### src/rtl/button_tick_debouncer_if.sv
// button_tick_debouncer_if: raw tick/button inputs and debounced pulse outputs of the debouncer
interface button_tick_debouncer_if #(
    parameter int N_BTN = 4
);
    logic             tick_in;
    logic [N_BTN-1:0] btn_raw;
    logic [N_BTN-1:0] btn_level;
    logic [N_BTN-1:0] btn_press;
    logic [N_BTN-1:0] btn_release;
    logic [N_BTN-1:0] btn_repeat;
    logic             sample_tick;

    modport master (
        output tick_in, btn_raw,
        input  btn_level, btn_press, btn_release, btn_repeat, sample_tick
    );

    modport slave (
        input  tick_in, btn_raw,
        output btn_level, btn_press, btn_release, btn_repeat, sample_tick
    );
endinterface

### src/rtl/button_tick_debouncer.sv
// button_tick_debouncer: tick-strobed push-button debouncer with press/release/auto-repeat pulses
module button_tick_debouncer #(
    parameter int N_BTN        = 4,
    parameter int DEB_SAMPLES  = 3,
    parameter int REPEAT_DELAY = 25,
    parameter int REPEAT_RATE  = 5
) (
    input logic                    CLK,
    input logic                    reset,
    button_tick_debouncer_if.slave bus
);
    localparam int DEB_W   = $clog2(DEB_SAMPLES + 1);
    localparam int REP_MAX = REPEAT_DELAY > REPEAT_RATE ? REPEAT_DELAY : REPEAT_RATE;
    localparam int REP_W   = $clog2(REP_MAX + 1);

    typedef enum logic [1:0] {REL, HOLD, RPT} state_e;

    logic [1:0]       tick_sync_q;
    logic             tick_prev_q;
    logic             sample_tick_q;
    logic [N_BTN-1:0] btn_s1_q, btn_s2_q;
    logic [N_BTN-1:0] level_q, press_q, release_q, repeat_q;
    logic [N_BTN-1:0] flip, rise, fall, fire;
    logic [DEB_W-1:0] deb_cnt_q [N_BTN];
    logic [DEB_W-1:0] deb_cnt_d [N_BTN];
    logic [REP_W-1:0] rep_cnt_q [N_BTN];
    logic [REP_W-1:0] rep_cnt_d [N_BTN];
    state_e           state_q   [N_BTN];
    state_e           state_d   [N_BTN];

    always_ff @(posedge CLK or negedge reset) begin
        if (!reset) begin
            tick_sync_q   <= '0;
            tick_prev_q   <= 1'b0;
            sample_tick_q <= 1'b0;
            btn_s1_q      <= '0;
            btn_s2_q      <= '0;
            level_q       <= '0;
            press_q       <= '0;
            release_q     <= '0;
            repeat_q      <= '0;
            for (int i = 0; i < N_BTN; i++) begin
                deb_cnt_q[i] <= '0;
                rep_cnt_q[i] <= '0;
                state_q[i]   <= REL;
            end
        end else begin
            tick_sync_q   <= {tick_sync_q[0], bus.tick_in};
            tick_prev_q   <= tick_sync_q[1];
            sample_tick_q <= tick_sync_q[1] & ~tick_prev_q;
            btn_s1_q      <= bus.btn_raw;
            btn_s2_q      <= btn_s1_q;
            level_q       <= level_q ^ flip;
            press_q       <= rise;
            release_q     <= fall;
            repeat_q      <= fire;
            for (int i = 0; i < N_BTN; i++) begin
                deb_cnt_q[i] <= deb_cnt_d[i];
                rep_cnt_q[i] <= rep_cnt_d[i];
                state_q[i]   <= state_d[i];
            end
        end
    end

    // Any agreeing sample restarts the run; a full run of disagreeing samples flips the level.
    always_comb begin
        for (int i = 0; i < N_BTN; i++) begin
            flip[i] = sample_tick_q && btn_s2_q[i] != level_q[i] && int'(deb_cnt_q[i]) + 1 == DEB_SAMPLES;
            rise[i] = flip[i] & ~level_q[i];
            fall[i] = flip[i] & level_q[i];
            deb_cnt_d[i] = !sample_tick_q ? deb_cnt_q[i]
                         : (btn_s2_q[i] == level_q[i] || flip[i]) ? '0
                         : deb_cnt_q[i] + 1'b1;
        end
    end

    always_comb begin
        for (int i = 0; i < N_BTN; i++) begin
            state_d[i]   = state_q[i];
            rep_cnt_d[i] = rep_cnt_q[i];
            if (fall[i]) begin
                state_d[i]   = REL;
                rep_cnt_d[i] = '0;
            end else if (rise[i]) begin
                state_d[i]   = HOLD;
                rep_cnt_d[i] = '0;
            end else if (fire[i]) begin
                state_d[i]   = RPT;
                rep_cnt_d[i] = '0;
            end else if (sample_tick_q && (state_q[i] == RPT || (state_q[i] == HOLD && REPEAT_DELAY != 0))) begin
                rep_cnt_d[i] = rep_cnt_q[i] + 1'b1;
            end
        end
    end

    // A release tick suppresses any repeat that would otherwise fire on it.
    always_comb begin
        for (int i = 0; i < N_BTN; i++) begin
            fire[i] = sample_tick_q && !fall[i] &&
                      ((state_q[i] == HOLD && REPEAT_DELAY != 0 && int'(rep_cnt_q[i]) == REPEAT_DELAY - 1) ||
                       (state_q[i] == RPT && int'(rep_cnt_q[i]) == REPEAT_RATE - 1));
        end
    end

    assign bus.sample_tick = sample_tick_q;
    assign bus.btn_level   = level_q;
    assign bus.btn_press   = press_q;
    assign bus.btn_release = release_q;
    assign bus.btn_repeat  = repeat_q;
endmodule

### src/flat_wrapper.sv
// flat-port wrapper written by rule: the top's interface ports become plain ports
module button_tick_debouncer_flat 
#(
    parameter int N_BTN        = 4,
    parameter int DEB_SAMPLES  = 3,
    parameter int REPEAT_DELAY = 25,
    parameter int REPEAT_RATE  = 5
)
  (CLK, reset, bus_tick_in, bus_btn_raw, bus_btn_level, bus_btn_press, bus_btn_release, bus_btn_repeat, bus_sample_tick);
  button_tick_debouncer_if #(.N_BTN(N_BTN)) bus_i ();
  input logic CLK;
  input logic reset;
  input wire logic [$bits(bus_i.tick_in)-1:0] bus_tick_in;
  input wire logic [$bits(bus_i.btn_raw)-1:0] bus_btn_raw;
  output wire logic [$bits(bus_i.btn_level)-1:0] bus_btn_level;
  output wire logic [$bits(bus_i.btn_press)-1:0] bus_btn_press;
  output wire logic [$bits(bus_i.btn_release)-1:0] bus_btn_release;
  output wire logic [$bits(bus_i.btn_repeat)-1:0] bus_btn_repeat;
  output wire logic [$bits(bus_i.sample_tick)-1:0] bus_sample_tick;
  assign bus_i.tick_in = bus_tick_in;
  assign bus_i.btn_raw = bus_btn_raw;
  assign bus_btn_level = bus_i.btn_level;
  assign bus_btn_press = bus_i.btn_press;
  assign bus_btn_release = bus_i.btn_release;
  assign bus_btn_repeat = bus_i.btn_repeat;
  assign bus_sample_tick = bus_i.sample_tick;
  button_tick_debouncer #(.N_BTN(N_BTN), .DEB_SAMPLES(DEB_SAMPLES), .REPEAT_DELAY(REPEAT_DELAY), .REPEAT_RATE(REPEAT_RATE)) u_core (.CLK(CLK), .reset(reset), .bus(bus_i));
endmodule
### config.mk
export PLATFORM = sky130hd
export DESIGN_NAME = button_tick_debouncer_flat
export DESIGN_NICKNAME = d
export VERILOG_FILES = /design/src/rtl/button_tick_debouncer_if.sv /design/src/rtl/button_tick_debouncer.sv /design/src/flat_wrapper.sv
export SDC_FILE = /design/constraint.sdc
export NUM_CORES = 1
export LEC_CHECK = 0
export ABC_AREA = 1
export CORE_MARGIN = 3
export CORE_UTILIZATION = 60
export DETAILED_ROUTE_END_ITERATION = 10
export GPL_TIMING_DRIVEN = 0
export PLACE_DENSITY = 0.82
export SLEW_MARGIN = 20
export SYNTH_ARGS = -nofsm -noshare
export SYNTH_HDL_FRONTEND = slang
export SYNTH_SLANG_ARGS = --single-unit
### constraint.sdc
create_clock -name CLK -period 2.35 [get_ports CLK]
set_input_delay 0.235 -clock CLK [delete_from_list [all_inputs] [get_ports CLK]]
set_output_delay 0.235 -clock CLK [all_outputs]
set_load 0.05 [all_outputs]
==> results by group, run 1 <==
Floorplan
  • Die span in y: 77.7 um
  • Area of the core region: 4850 sq um
  • Standard-cell rows: 25
  • Top Ports: 24
  • Die outline area: 6030 sq um
  • Horizontal die dimension: 77.7 um
  • Effective utilization at floorplan: 63.5%

Logic synthesis
  • Compound-gate portion of the synthesized area: 3.33%
  • Share of synthesized area occupied by flip-flops and latches: 52.0%
  • Dominant combinational cell family by area after synthesis: simple AND/OR/NAND/NOR gates
  • Post-synthesis share of cell area spent on and, or, nand and nor gates: 20.6%
  • Number of library cell types mapped by synthesis: 18
  • Number of instances in the synthesized netlist: 343
  • Post-synthesis register bit count: 64
  • Multiplexer area fraction after synthesis: 0%
  • Post-synthesis instance area: 3080 sq um
  • Xor/xnor share of the synthesized area: 2.84%
  • Area share of fa/ha/maj cells after synthesis: 11.4%
  • Synthesized area divided by synthesized cell count: 8.98 sq um
  • Number of nets produced by synthesis: 378
  • Ys Warns: 0

CTS
  • TritonCTS Buffers: 9
  • CTS tree: built
  • Resize count post-CTS: 0
  • Buffers from clock root to sink, at most: 2
  • Worst skew pair latency: 0.33 ns
  • Root Buffer Master: sky130_fd_sc_hd__clkbuf_8
  • Number of clock sinks: 64
  • Maximum level of the CTS H-tree: 3
  • Clock slew at the register clock pins of the worst setup and hold paths: 0.07 ns

Critical path
  • Critical Path Slowest Stage Cell: sky130_fd_sc_hd__dfrtp_1
  • Worst Path Arrival: 2.19 ns
  • Ordered cell list for the critical path: inv_1, buf_6, nor3_1, ha_1, inv_1, nand3_1, nor2_1, nand2_1, nand2_1, nor2_1
  • Max FO, Critical Path: 10
  • WP buf/inv: 3
  • CP delay by family, top: simple AND/OR/NAND/NOR gates
  • Worst Setup Start Kind: flop
  • Worst stage delay on the critical path: 0.38 ns
  • Worst path required time: 2.61 ns
  • Type of element capturing the critical path: flop
  • Worst Setup Path Type: reg -> reg

Route
  • Post-detailed-routing wire length: 5350 um
  • Total number of vias: 2221
  • Drt initial violations: 101
  • Number of routed nets with antenna violations: 0
  • Pre-Repair DR Iteration Count: 4
  • Remaining design rule violation count: 0
  • Detail-routed via count per cell: 4.94
  • WL/cell: 11.9 um

GRT
  • Total gr overflow: 0
  • Wire length of the first global-routing pass: 9840 um
  • Maximum number of pins on one net before global-route repair: 40
  • Via count of the first global-routing pass: 2314
  • GRT Util Overall: 21.0%
  • Initial antenna violation count: 0

Worst hold path
  • Type of the most critical hold path: in -> reg

Timing
  • Tmin final: 1.94 ns
  • Final setup violating endpoints: 0
  • Fraction of the cycle the final worst path needs: 82.4%
  • Worst Skew: 0.00476 ns
  • Max-slew violation total from the final report: 0
  • Unrepaired setup endpoints after global routing: false
  • Highest clock frequency the design can meet: 0.517 GHz
  • Worst hold slack: 0.337 ns
  • Slew of the pin with the lowest slew margin: 0.525 ns
  • Final number of hold-violating endpoints: 0
  • Remaining max-slew budget at the tightest pin: 64.9%

Pwr
  • Net switching power: 1250 uW
  • Internal power consumption: 2170 uW
  • Power per cell area: 951 nW/um^2
  • Clock group share of total power: 24.2%
  • Standby leakage power: 0.00190 uW
  • Switching fraction of total power: 36.6%
  • Power share of the combinational group: 29.3%
  • Maximum resistive drop on vdd: 654 uV
  • Sequential Power Share: 46.5%

Final layout
  • Top library cells by usage in the layout, fill and taps aside: sky130_fd_sc_hd__inv_1 (71), sky130_fd_sc_hd__dfrtp_1 (64), sky130_fd_sc_hd__nand2_1 (62)
  • Number of diodes: 0
  • Layout net count: 414
  • Fraction of final layout cells sized beyond drive strength 1: 6.01%
  • Leading cell type in the layout, fill and taps excluded: sky130_fd_sc_hd__inv_1
  • Area growth from synthesis to layout: 16.7%
  • Layout Cell Area excl Fill: 3590 sq um

Job
  • Max-cap violation count: 0

Placement
  • Cell area reported after detailed placement: 3410 sq um
  • DP Wirelength: 3730 um
  • Number of port buffers: 23
  • GPL Wtd Cong: 0.826

Status
  • Outcome: finished clean
what timing repair did:
action / 4_1_cts / 5_1_grt
hold endpoints to repair: 25 / 0
buffers inserted: 0 / 0
hold buffers: 1 / 0
sequential cells by signal (all words and copies together), names as in the netlist:
signal / count
u_core.btn_s1_q: 4
u_core.btn_s2_q: 4
u_core.bus.btn_level: 4
u_core.bus.btn_press: 4
u_core.bus.btn_release: 4
u_core.bus.btn_repeat: 4
u_core.bus.sample_tick: 1
u_core.deb_cnt_q: 8
u_core.rep_cnt_q: 20
u_core.state_q: 8
u_core.tick_prev_q: 1
u_core.tick_sync_q: 2
cell type report:
type / count / area [sq um]
Buffer: 3 / 37.5
Clock buffer: 12 / 155
Clock inverter: 3 / 17.5
Fill cell: 339 / 1250
Inverter: 71 / 267
Multi-Input combinational cell: 205 / 1170
Sequential cell: 64 / 1600
Tap cell: 67 / 83.8
Timing Repair Buffer: 25 / 258
logic make-up (layout without fill, tap and decap cells):
| logic type | Yosys count | after routing |
|---|---|---|
| buffers and inverters | 74 | 114 |
| AO/OA/AOI/OAI | 18 | 18 |
| flip-flops | 64 | 64 |
| adder cells (fa/ha/maj) | 28 | 28 |
| XOR/XNOR | 10 | 10 |
| AND/OR/NAND/NOR | 149 | 149 |
synthesized netlist by cell type:
library cell / n / area (sq um)
sky130_fd_sc_hd__buf_6: 2 / 22.5
sky130_fd_sc_hd__nor3_1: 1 / 5.00
sky130_fd_sc_hd__inv_1: 71 / 267
sky130_fd_sc_hd__o21bai_1: 1 / 7.51
sky130_fd_sc_hd__xor2_1: 10 / 87.6
sky130_fd_sc_hd__dfrtp_1: 64 / 1600
sky130_fd_sc_hd__nand2_4: 1 / 11.3
sky130_fd_sc_hd__or2_2: 2 / 12.5
sky130_fd_sc_hd__nand4_1: 10 / 62.6
sky130_fd_sc_hd__buf_8: 1 / 15.0
sky130_fd_sc_hd__nor2_4: 1 / 11.3
sky130_fd_sc_hd__nand3_1: 23 / 115
sky130_fd_sc_hd__a21boi_0: 4 / 30.0
sky130_fd_sc_hd__ha_1: 28 / 350
sky130_fd_sc_hd__o21ai_1: 1 / 5.00
sky130_fd_sc_hd__nor2_1: 49 / 184
sky130_fd_sc_hd__o21ai_0: 12 / 60.1
sky130_fd_sc_hd__nand2_1: 62 / 233
worst register-to-register path: stages, from the launching register on:
cell and delay [ns]:
sky130_fd_sc_hd__dfrtp_1 0.38, sky130_fd_sc_hd__inv_1 0.16, sky130_fd_sc_hd__buf_6 0.19, sky130_fd_sc_hd__nor3_1 0.30, sky130_fd_sc_hd__ha_1 0.28, sky130_fd_sc_hd__inv_1 0.06
sky130_fd_sc_hd__nand3_1 0.07, sky130_fd_sc_hd__nor2_1 0.04, sky130_fd_sc_hd__nand2_1 0.10, sky130_fd_sc_hd__nand2_1 0.16, sky130_fd_sc_hd__nor2_1 0.13
through the flow:
stage,power [uW],std cells,worst slack [ns],TNS [ns],util (%)
after floorplan,2290,343,0.399,0,-
after global placement,2520,433,-0.992,-63.22,70.0
after detailed placement,2600,434,0.495,0,70.4
after CTS,3450,450,0.394,0,74.1
after global routing,3690,450,0.163,0,74.1
final,3420,450,0.414,0,74.1
metal layers:
metal	vias to the layer above	share of wire (%)	track usage, %
li1	1112	-	-
met1	1039	42	24.6
met4	0	3.8	13.7
met5	-	0	0
met3	20	4.0	5.10
met2	50	50	34.3
power by group through the flow:
| stage | logic (uW) | clock network [uW] | registers [uW] |
|---|---|---|---|
| after floorplan | 606 | 0 | 1690 |
| after global routing | 1160 | 894 | 1630 |
| final | 1000 | 825 | 1590 |
| after detailed placement | 999 | 0 | 1600 |
| after global placement | 933 | 0 | 1590 |
| after CTS | 1020 | 841 | 1590 |
worst paths after layout:
kind / to / slack, ns / cells past startpoint / start
min in group asynchronous: u_core.rep_cnt_q[12]$_DFFE_PN0P_ / 0.35 / 2 / reset
setup reg to reg: u_core.rep_cnt_q[8]$_DFFE_PN0P_ / 0.41 / 10 / u_core.bus.sample_tick$_DFF_PN0_
hold reg to reg: u_core.btn_s2_q[3]$_DFF_PN0_ / 0.35 / 0 / u_core.btn_s1_q[3]$_DFF_PN0_
max in group asynchronous: u_core.bus.btn_repeat[0]$_DFF_PN0_ / 1.50 / 3 / reset
hold / removal: u_core.btn_s1_q[2]$_DFF_PN0_ / 0.34 / 1 / bus_btn_raw[2]
setup / recovery: u_core.rep_cnt_q[8]$_DFFE_PN0P_ / 0.41 / 10 / u_core.bus.sample_tick$_DFF_PN0_
Power figures use the tool's default switching activity.
==> run 2, diff against run 1 <==
Settings changed: CORE_UTILIZATION 60 to 58, PLACE_DENSITY 0.82 to 0.79.
Clock period 2.35 ns to 1.9 ns, I/O delays scaled along.
==> run 2 against run 1 <==
  * Clock-buffer cell count down 1
  * Sequential cell count did not move
  * Non-clock buffer count grew 3
  * Register-to-register slack worse by 0.27 ns
  * Largest power group unchanged
  * Critical path depth fell by 9
  * First-iteration DRC count down 28%
  * Die area rose by 3.2%
  * Via count shrank 1.8%
  * Cell area grew 1.8%
  * Worst hold slack worse by 0.044 ns
==> results by group, run 2 (synthesis gave the netlist of run 1 again) <==
GRT
  • Via count of the first global-routing pass: 2215
  • Total gr overflow: 0
  • Initial antenna violation count: 0
  • Maximum number of pins on one net before global-route repair: 43
  • GRT Util Overall: 19.2%
  • Wire length of the first global-routing pass: 9320 um

Critical path
  • Max FO, Critical Path: 4
  • Worst setup slack for register-to-register paths: 0.14 ns
  • Worst Setup Start Kind: flop
  • Worst Setup Path Type: reg -> out
  • Type of element capturing the critical path: primary output
  • Critical Path Slowest Stage Cell: sky130_fd_sc_hd__clkdlybuf4s50_1
  • WP buf/inv: 1
  • Reg-to-Reg Start: u_core.bus.sample_tick$_DFF_PN0_
  • Worst Path Arrival: 1.60 ns
  • Worst stage delay on the critical path: 0.84 ns
  • Endpoint of the worst register-to-register path: u_core.rep_cnt_q[19]$_DFFE_PN0P_
  • CP delay by family, top: buffers and inverters
  • Ordered cell list for the critical path: clkdlybuf4s50_1
  • Worst path required time: 1.71 ns
  • Number of cells on the worst reg-to-reg path: 11

Timing
  • Final number of hold-violating endpoints: 0
  • Worst hold slack: 0.293 ns
  • Worst Skew: 0.00672 ns
  • Remaining max-slew budget at the tightest pin: 66.3%
  • Slew of the pin with the lowest slew margin: 0.503 ns
  • Tmin final: 1.79 ns
  • Final setup violating endpoints: 0
  • Post-route worst setup slack: 0.114 ns
  • Max-slew violation total from the final report: 0
  • Fraction of the cycle the final worst path needs: 94.0%
  • Highest clock frequency the design can meet: 0.560 GHz

Final layout
  • Top library cells by usage in the layout, fill and taps aside: sky130_fd_sc_hd__inv_1 (70), sky130_fd_sc_hd__dfrtp_1 (63), sky130_fd_sc_hd__nand2_1 (59)
  • Max reg flops: 20
  • Leading cell type in the layout, fill and taps excluded: sky130_fd_sc_hd__inv_1
  • Largest registers in the final layout: u_core.rep_cnt_q: 20 flops, u_core.deb_cnt_q: 8 flops, u_core.state_q: 8 flops
  • Fill cell total of the finished layout: 351
  • Layout net count: 417
  • Fraction of final layout cells sized beyond drive strength 1: 10.1%
  • Multi-input logic area: 1210 sq um
  • Number of diodes: 0
  • Area growth from synthesis to layout: 18.8%
  • Top register by number of flip-flops: u_core.rep_cnt_q
  • Sequential Area: 1600 sq um

Job
  • Max-cap violation count: 0

CTS
  • Root Buffer Master: sky130_fd_sc_hd__clkbuf_8
  • Clock slew at the register clock pins of the worst setup and hold paths: 0.07 ns
  • CTS tree: built
  • Buffers from clock root to sink, at most: 2
  • TritonCTS Buffers: 9
  • Maximum level of the CTS H-tree: 3
  • Worst skew pair latency: 0.32 ns
  • Number of clock sinks: 64

Pwr
  • Power per cell area: 1150 nW/um^2
  • Maximum resistive drop on vdd: 1030 uV
  • Total power of the final layout: 4220 uW
  • Standby leakage power: 0.00191 uW

Floorplan
  • Effective utilization at floorplan: 62.7%
  • Die span in y: 78.9 um
  • Die outline area: 6220 sq um
  • Area of the core region: 4910 sq um
  • Top Ports: 24
  • Horizontal die dimension: 78.9 um
  • Standard-cell rows: 25

Route
  • Pre-Repair DR Iteration Count: 4
  • Number of routed nets with antenna violations: 0
  • WL/cell: 11.4 um
  • Post-detailed-routing wire length: 5160 um
  • Drt initial violations: 73
  • Total number of vias: 2180
  • Detail-routed via count per cell: 4.81
  • Remaining design rule violation count: 0

Placement
  • Number of port buffers: 23
  • DP Wirelength: 3700 um
  • Worst setup slack before clock tree synthesis: 0.00495 ns
  • GPL Wtd Cong: 0.796

Worst hold path
  • Type of the most critical hold path: in -> async

Status
  • Outcome: finished clean
[run 2: cell count changes in the layout (fill, tap and decap cells not counted), sizes merged]
cell / before / now
buf: 5 / 8
clkbuf: 12 / 11
clkinv: 2 / 4
inv: 71 / 70
[run 2: how the worst max path moves through the flow]
| stage | startpoint | to | slack [ns] | depth (start not counted) |
|---|---|---|---|---|
| final | u_core.bus.btn_level[1]$_DFF_PN0_ | bus_btn_level[1] | 0.11 | 1 |
| after global routing | u_core.bus.sample_tick$_DFF_PN0_ | u_core.rep_cnt_q[19]$_DFFE_PN0P_ | -0.003 | 11 |
| after CTS | u_core.bus.sample_tick$_DFF_PN0_ | u_core.rep_cnt_q[14]$_DFFE_PN0P_ | 0.01 | 10 |
| after detailed placement | u_core.bus.sample_tick$_DFF_PN0_ | u_core.rep_cnt_q[9]$_DFFE_PN0P_ | 0.005 | 10 |
| after global placement | reset | u_core.bus.sample_tick$_DFF_PN0_ | -1.62 | 1 |
| after floorplan | u_core.bus.btn_level[2]$_DFF_PN0_ | u_core.rep_cnt_q[9]$_DFFE_PN0P_ | 0.09 | 10 |
[run 2: per-stage QoR]
step / std cells / TNS (ns) / utilization [%] / area, sq um
after floorplan: 343 / 0 / - / 3080
after global placement: 433 / -89.19 / 69.1 / 3400
after global routing: 453 / -0.00454 / 74.5 / 3660
final: 453 / 0 / 74.5 / 3660
after CTS: 450 / 0 / 73.3 / 3600
after detailed placement: 434 / 0 / 69.5 / 3410
[run 2: cell type report]
cell class,instances,share of cell area (%)
timing repair buffer,28,7.66
inverter,71,7.39
sequential,64,43.8
clock inverter,4,0.547
clock buffer,11,4.14
tap,67,2.29
multi-input combinational,205,33.1
buffer,3,1.03
[run 2: per-layer routing]
layer  vias up  part of all wire (%)  track usage (%)
met2        29                    49             31.8
met3         8                   2.9             3.74
met1      1019                    46             24.4
met4         0                   1.2             9.11
met5         -                     0                0
li1       1124                     -                -
[run 2: what timing repair did]
action	in CTS	in global routing
gates resized for setup	1	10
buffers inserted	0	3
hold buffers	1	0
endpoints found under the setup margin	1	20
endpoints found under the hold margin	22	0
[run 2: power breakdown]
| group | switching (uW) | internal (uW) | leakage (uW) |
|---|---|---|---|
| Clock | 480 | 528 | 0.0000947 |
| Sequential | 301 | 1670 | 0.000835 |
| Combinational | 757 | 493 | 0.000978 |
==> run 3, diff against run 2 <==
Settings changed: CAP_MARGIN set to 20, CORE_UTILIZATION 58 to 60, DONT_BUFFER_PORTS set to 1, PLACE_DENSITY 0.79 to 0.74.
==> run 3 against run 2 <==
  * Sequential share of layout area grew 0.30 points
  * Worst hold slack gained 0.046 ns
  * Sequential power grew 11%
  * Critical path depth grew 10
  * Setup slack lost 0.045 ns
  * Total power shrank 0.33%
  * Wire length grew 7.3%
  * Critical endpoint is now u_core.rep_cnt_q[19]$_DFFE_PN0P_
  * Largest power group unchanged
  * Highest routed layer unchanged
==> results by group, run 3 (synthesis gave the netlist of run 1 again) <==
Placement
  • DP Wirelength: 3520 um
  • Cell area reported after detailed placement: 3170 sq um
  • Number of port buffers: 0
  • GPL Wtd Cong: 0.791
  • Placed insts: 410
  • Worst setup slack before clock tree synthesis: -0.240 ns

CTS
  • Worst skew pair latency: 0.33 ns
  • Clock slew at the register clock pins of the worst setup and hold paths: 0.06 ns
  • Number of clock sinks: 64
  • CTS tree: built
  • Buffers from clock root to sink, at most: 2
  • Maximum level of the CTS H-tree: 3
  • TritonCTS Buffers: 9
  • Root Buffer Master: sky130_fd_sc_hd__clkbuf_8

Final layout
  • Fraction of final layout cells sized beyond drive strength 1: 16.8%
  • Number of diodes: 0
  • Multi-input logic area: 1310 sq um
  • Max reg flops: 20
  • Fill cell total of the finished layout: 334
  • Layout net count: 407
  • Largest registers in the final layout: u_core.rep_cnt_q: 20 flops, u_core.deb_cnt_q: 8 flops, u_core.state_q: 8 flops
  • Layout Cell Area excl Fill: 3650 sq um
  • Top register by number of flip-flops: u_core.rep_cnt_q
  • Leading cell type in the layout, fill and taps excluded: sky130_fd_sc_hd__inv_1
  • Final Instance Count excl. Fillers: 443
  • Sequential Area: 1610 sq um
  • Area growth from synthesis to layout: 18.5%
  • Top library cells by usage in the layout, fill and taps aside: sky130_fd_sc_hd__inv_1 (69), sky130_fd_sc_hd__dfrtp_1 (59), sky130_fd_sc_hd__nand2_1 (54)

Timing
  • Slew of the pin with the lowest slew margin: 0.454 ns
  • Final setup violating endpoints: 0
  • Highest clock frequency the design can meet: 0.546 GHz
  • Post-route worst setup slack: 0.0690 ns
  • Worst Skew: 0.00777 ns
  • Tmin final: 1.83 ns
  • Unrepaired setup endpoints after global routing: true
  • Fraction of the cycle the final worst path needs: 96.4%
  • Remaining max-slew budget at the tightest pin: 69.8%
  • Max-slew violation total from the final report: 0
  • Final number of hold-violating endpoints: 0

Critical path
  • Type of element capturing the critical path: flop
  • Number of cells on the worst reg-to-reg path: 11
  • Worst Setup Path Type: reg -> reg
  • Worst setup slack for register-to-register paths: 0.07 ns
  • Worst path required time: 2.17 ns
  • Endpoint of the worst register-to-register path: u_core.rep_cnt_q[19]$_DFFE_PN0P_
  • Max FO, Critical Path: 10
  • Worst Path Arrival: 2.10 ns
  • Worst Setup Start Kind: flop
  • Reg-to-Reg Start: u_core.bus.sample_tick$_DFF_PN0_

Route
  • Drt initial violations: 45
  • Number of routed nets with antenna violations: 0
  • Pre-Repair DR Iteration Count: 4
  • Detail-routed via count per cell: 5.05
  • Post-detailed-routing wire length: 5530 um
  • Remaining design rule violation count: 0
  • Total number of vias: 2239
  • WL/cell: 12.5 um

Pwr
  • Power per cell area: 1150 nW/um^2
  • Maximum resistive drop on vdd: 805 uV
  • Standby leakage power: 0.00189 uW

GRT
  • GRT Util Overall: 20.4%
  • Via count of the first global-routing pass: 2218
  • Maximum number of pins on one net before global-route repair: 65
  • Initial antenna violation count: 0
  • Wire length of the first global-routing pass: 9680 um
  • Total gr overflow: 0

Floorplan
  • Die outline area: 6030 sq um
  • Area of the core region: 4850 sq um
  • Effective utilization at floorplan: 63.5%
  • Horizontal die dimension: 77.7 um
  • Standard-cell rows: 25
  • Top Ports: 24
  • Die span in y: 77.7 um

Worst hold path
  • Type of the most critical hold path: reg -> reg
  • Number of cells traversed by the worst hold path: 0
  • Worst Hold End: u_core.btn_s2_q[2]$_DFF_PN0_
  • Worst min-delay path startpoint: u_core.btn_s1_q[2]$_DFF_PN0_

Job
  • Max-cap violation count: 0

Status
  • Outcome: finished clean
==> run 3: where the power goes <==
group	internal [uW]	total (uW)	leakage [uW]	switching (uW)
combinational	445	1050	0.000975	606
clock	502	972	0.0000805	470
sequential	1680	2190	0.000830	509
==> run 3: per-layer routing <==
layer | track usage, % | vias up | wire length, um
li1 | - | 1105 | -
met1 | 24.3 | 1080 | 2420
met2 | 34.2 | 43 | 2800
met3 | 5.45 | 11 | 206
met4 | 9.61 | 0 | 103
met5 | 0 | - | 0
==> run 3: cell type report <==
cell class / instances / share of cell area [%]
inverters: 71 / 7.40
flip-flops and latches: 64 / 44.1
repair buffers: 18 / 4.66
multi-input cells: 205 / 36.0
plain buffers: 3 / 1.23
clock buffers: 14 / 4.18
clock inverters: 1 / 0.137
well taps: 67 / 2.30
==> run 3: repair_timing <==
item | CTS | global route
setup buffers | 6 | 5
hold buffers | 7 | 0
hold endpoints to repair | 69 | 0
endpoints found under the setup margin | 30 | 28
gates resized for setup | 21 | 24
pin swaps | 4 | 3
==> run 3: how the worst max path moves through the flow <==
stage,from,to,depth (start not counted)
detailed placement,u_core.bus.sample_tick$_DFF_PN0_,u_core.rep_cnt_q[9]$_DFFE_PN0P_,10
CTS,u_core.bus.sample_tick$_DFF_PN0_,u_core.rep_cnt_q[14]$_DFFE_PN0P_,10
global placement,u_core.bus.sample_tick$_DFF_PN0_,u_core.rep_cnt_q[9]$_DFFE_PN0P_,10
finish,u_core.bus.sample_tick$_DFF_PN0_,u_core.rep_cnt_q[19]$_DFFE_PN0P_,11
floorplan,u_core.bus.btn_level[2]$_DFF_PN0_,u_core.rep_cnt_q[9]$_DFFE_PN0P_,10
global route,u_core.bus.sample_tick$_DFF_PN0_,u_core.rep_cnt_q[17]$_DFFE_PN0P_,11
==> run 3: worst max-delay path, cell delays in order, from the launching register on <==
cell and delay [ns]:
sky130_fd_sc_hd__dfrtp_2 0.58, sky130_fd_sc_hd__buf_8 0.15, sky130_fd_sc_hd__buf_8 0.13, sky130_fd_sc_hd__nand3_1 0.09, sky130_fd_sc_hd__nor2_2 0.15, sky130_fd_sc_hd__ha_2 0.22, sky130_fd_sc_hd__inv_1 0.04, sky130_fd_sc_hd__nand2_1 0.05
sky130_fd_sc_hd__nor2_1 0.04, sky130_fd_sc_hd__nand2_2 0.10, sky130_fd_sc_hd__nand2_2 0.10, sky130_fd_sc_hd__nor2_1 0.11
==> run 3: per-stage QoR <==
| stage | power, uW | setup TNS, ns | util (%) | hold slack [ns] |
|---|---|---|---|---|
| after floorplan | 2840 | 0 | - | -0.106 |
| after global placement | 3000 | -3.04 | 65.3 | -0.104 |
| after detailed placement | 3080 | -4.05 | 65.3 | -0.104 |
| after CTS | 4130 | 0 | 72.5 | 0.347 |
| after global routing | 4530 | -0.211 | 75.3 | 0.359 |
| final | 4210 | 0 | 75.3 | 0.339 |
==> RTL change (flow settings as in run 3) <==
`N_BTN` is set to 4 in 3 places; all go to 8.
--- a/src/rtl/button_tick_debouncer_if.sv
+++ b/src/rtl/button_tick_debouncer_if.sv
@@ -1,6 +1,6 @@
 // button_tick_debouncer_if: raw tick/button inputs and debounced pulse outputs of the debouncer
 interface button_tick_debouncer_if #(
-    parameter int N_BTN = 4
+    parameter int N_BTN = 8
 );
     logic             tick_in;
     logic [N_BTN-1:0] btn_raw;
--- a/src/rtl/button_tick_debouncer.sv
+++ b/src/rtl/button_tick_debouncer.sv
@@ -1,6 +1,6 @@
 // button_tick_debouncer: tick-strobed push-button debouncer with press/release/auto-repeat pulses
 module button_tick_debouncer #(
-    parameter int N_BTN        = 4,
+    parameter int N_BTN        = 8,
     parameter int DEB_SAMPLES  = 3,
     parameter int REPEAT_DELAY = 25,
     parameter int REPEAT_RATE  = 5
--- a/src/flat_wrapper.sv
+++ b/src/flat_wrapper.sv
@@ -1,7 +1,7 @@
 // flat-port wrapper written by rule: the top's interface ports become plain ports
 module button_tick_debouncer_flat 
 #(
-    parameter int N_BTN        = 4,
+    parameter int N_BTN        = 8,
     parameter int DEB_SAMPLES  = 3,
     parameter int REPEAT_DELAY = 25,
     parameter int REPEAT_RATE  = 5
Interface: changed (5 resized); port bits go from 24 to 44. No check against the original RTL was run, so the function may have changed too.
==> RTL change against run 3 <==
The run now ends with negative hold slack left; sequential cell count is 60 higher; synthesized area is 99% higher; die area is 90% higher; sequential power is 96% higher; wire length is 110% higher; design area is 100% higher; setup slack worse by 0.062 ns; total power is 130% higher; largest power group unchanged.
==> RTL change: results (changes against run 3) <==
run_status:
  status: "finished, violations left"
  violations: "negative hold slack"
logic_synthesis:
  synthTopCellsByArea: "dfrtp_1 51%, ha_1 11%, inv_1 9.1%"
  synth_common_cells: "148 x inv_1, 140 x nand2_1, 124 x dfrtp_1"
  async_reset_ff_frac: 1.00  # unchanged
  synth.distinct_cells: 22  # +4
  yosysTopAreaCellShare: 0.507  # -0.0132
  ys.flop_type: "dfrtp_1"
  seq_area_frac_synth: 0.507  # -0.0132
  synth_fp_nets: 764  # +100%
  synthCells: 697  # +100%
clocking:
  clock_path_buffers: 2  # unchanged
  post_cts_buffers: 2  # -4
  htree_levels: 4  # +1
  cts_buffers: 17  # +8
  ctsResizeCount: 33  # +57%
  cts.hold.buffers_added: 9  # +2
  clk_latency_ns: 0.54  # +0.21 ns
setup_path:
  cp.arrival_ns: 2.34  # +0.24 ns
  reg2reg_slack_ns: 0.007  # -0.06 ns
  rr_endpoint: "u_core.state_q[3]"
  crit_fanout: 5  # -5
  worst_r2r_path_depth: 8  # -3
placed_design:
  gp_congestion: 0.884  # +12%
  io_buffers: 0  # unchanged
  place_area_sq_um: 6290  # +99%
  hpwl_mm: 7.16  # +100%
  dp.cells: 830  # +100%
grt:
  grt_usage: 0.214  # +0.00997
  first_global_vias: 4392  # +98%
  grt_max_degree: 125  # +92%
  grt_pass1_wl_mm: 19.3  # +99%
cells_and_area:
  fin_nets: 802  # +97%
  reg.largest.list: "u_core.rep_cnt_q x40, u_core.deb_cnt_q x16, u_core.state_q x16"
  drive_gt1_frac: 0.151  # -0.0163
  antenna_cells: 0  # unchanged
  fill_cells: 634  # +90%
  fin_cells: 880  # +99%
power:
  peakVddDrop_uv: 801  # -0.41%
  clkPwrFrac: 0.354  # +0.123
  p_leak_nw: 3.90  # +110%
  clk-power_mw: 3.46  # +260%
  p_seq_frac: 0.439  # -0.081
  power_switching_mw: 3.40  # +110%
route:
  post_drt_wl_per_cell_um: 13.1  # +5.2%
  viasPerCell: 5.01  # -0.89%
  drtIter0Drc: 196  # +340%
  firstDrtPassIters: 5  # +1
timing:
  fin_skew_ns: 0.0151  # +0.00731 ns
  hold_viol: 124  # +124
  hold-worst-slack_ns: -0.648  # -0.987 ns
  max_slew_margin: 0.687  # -0.0105
min_path:
  min_path_type: "in2async"
## RTL change: cell count changes after synthesis, sizes merged, moves of 6 or more
cell,change
nand3,+6
o21ai,+13
ha,+28
xor2,+12
nor2,+49
dfrtp,+60
inv,+78
nand4,+9
nand2,+89
## RTL change: routing by layer
layer,vias up,routed length [um],global-route usage
met5,-,0,0
met4,0,183,0.104
met3,16,428,0.0620
met2,86,6010,0.351
met1,2123,4950,0.258
li1,2183,-,-
## RTL change: area by class of cell
cell class | count | area (sq um) | share of cell area
timing repair buffer | 19 | 200 | 0.0270
clock buffer | 17 | 414 | 0.0558
inverter | 149 | 567 | 0.0764
buffer | 7 | 91.3 | 0.0123
clock inverter | 14 | 219 | 0.0295
multi-input combinational | 417 | 2650 | 0.357
tap | 133 | 166 | 0.0224
sequential | 124 | 3120 | 0.420
## RTL change: stage by stage
step	setup WS, ns	setup TNS [ns]
2_1_floorplan	0.0555	0
3_3_place_gp	-0.216	-7.45
3_5_place_dp	-0.240	-8.76
4_1_cts	0.000290	0
5_1_grt	-0.0649	-0.745
6_report	0.00701	0
## RTL change: critical path, cell delays in order, from the launching register on
cell	delay, ns
dfrtp_2	0.52
buf_8	0.18
inv_8	0.07
buf_12	0.13
buf_12	0.14
nor2_4	0.05
ha_1	0.21
nor2_1	0.27
a21boi_1	0.24
## RTL change: cells by family after synthesis
| family | Yosys count | synth area share |
|---|---|---|
| and+or+nand+nor | 304 | 0.213 |
| buffers and inverters | 156 | 0.102 |
| DFF | 124 | 0.507 |
| adders and majority gates | 56 | 0.114 |
| AOI/OAI and AO/OA | 35 | 0.0323 |
| xor gates and xnor gates | 22 | 0.0315 |
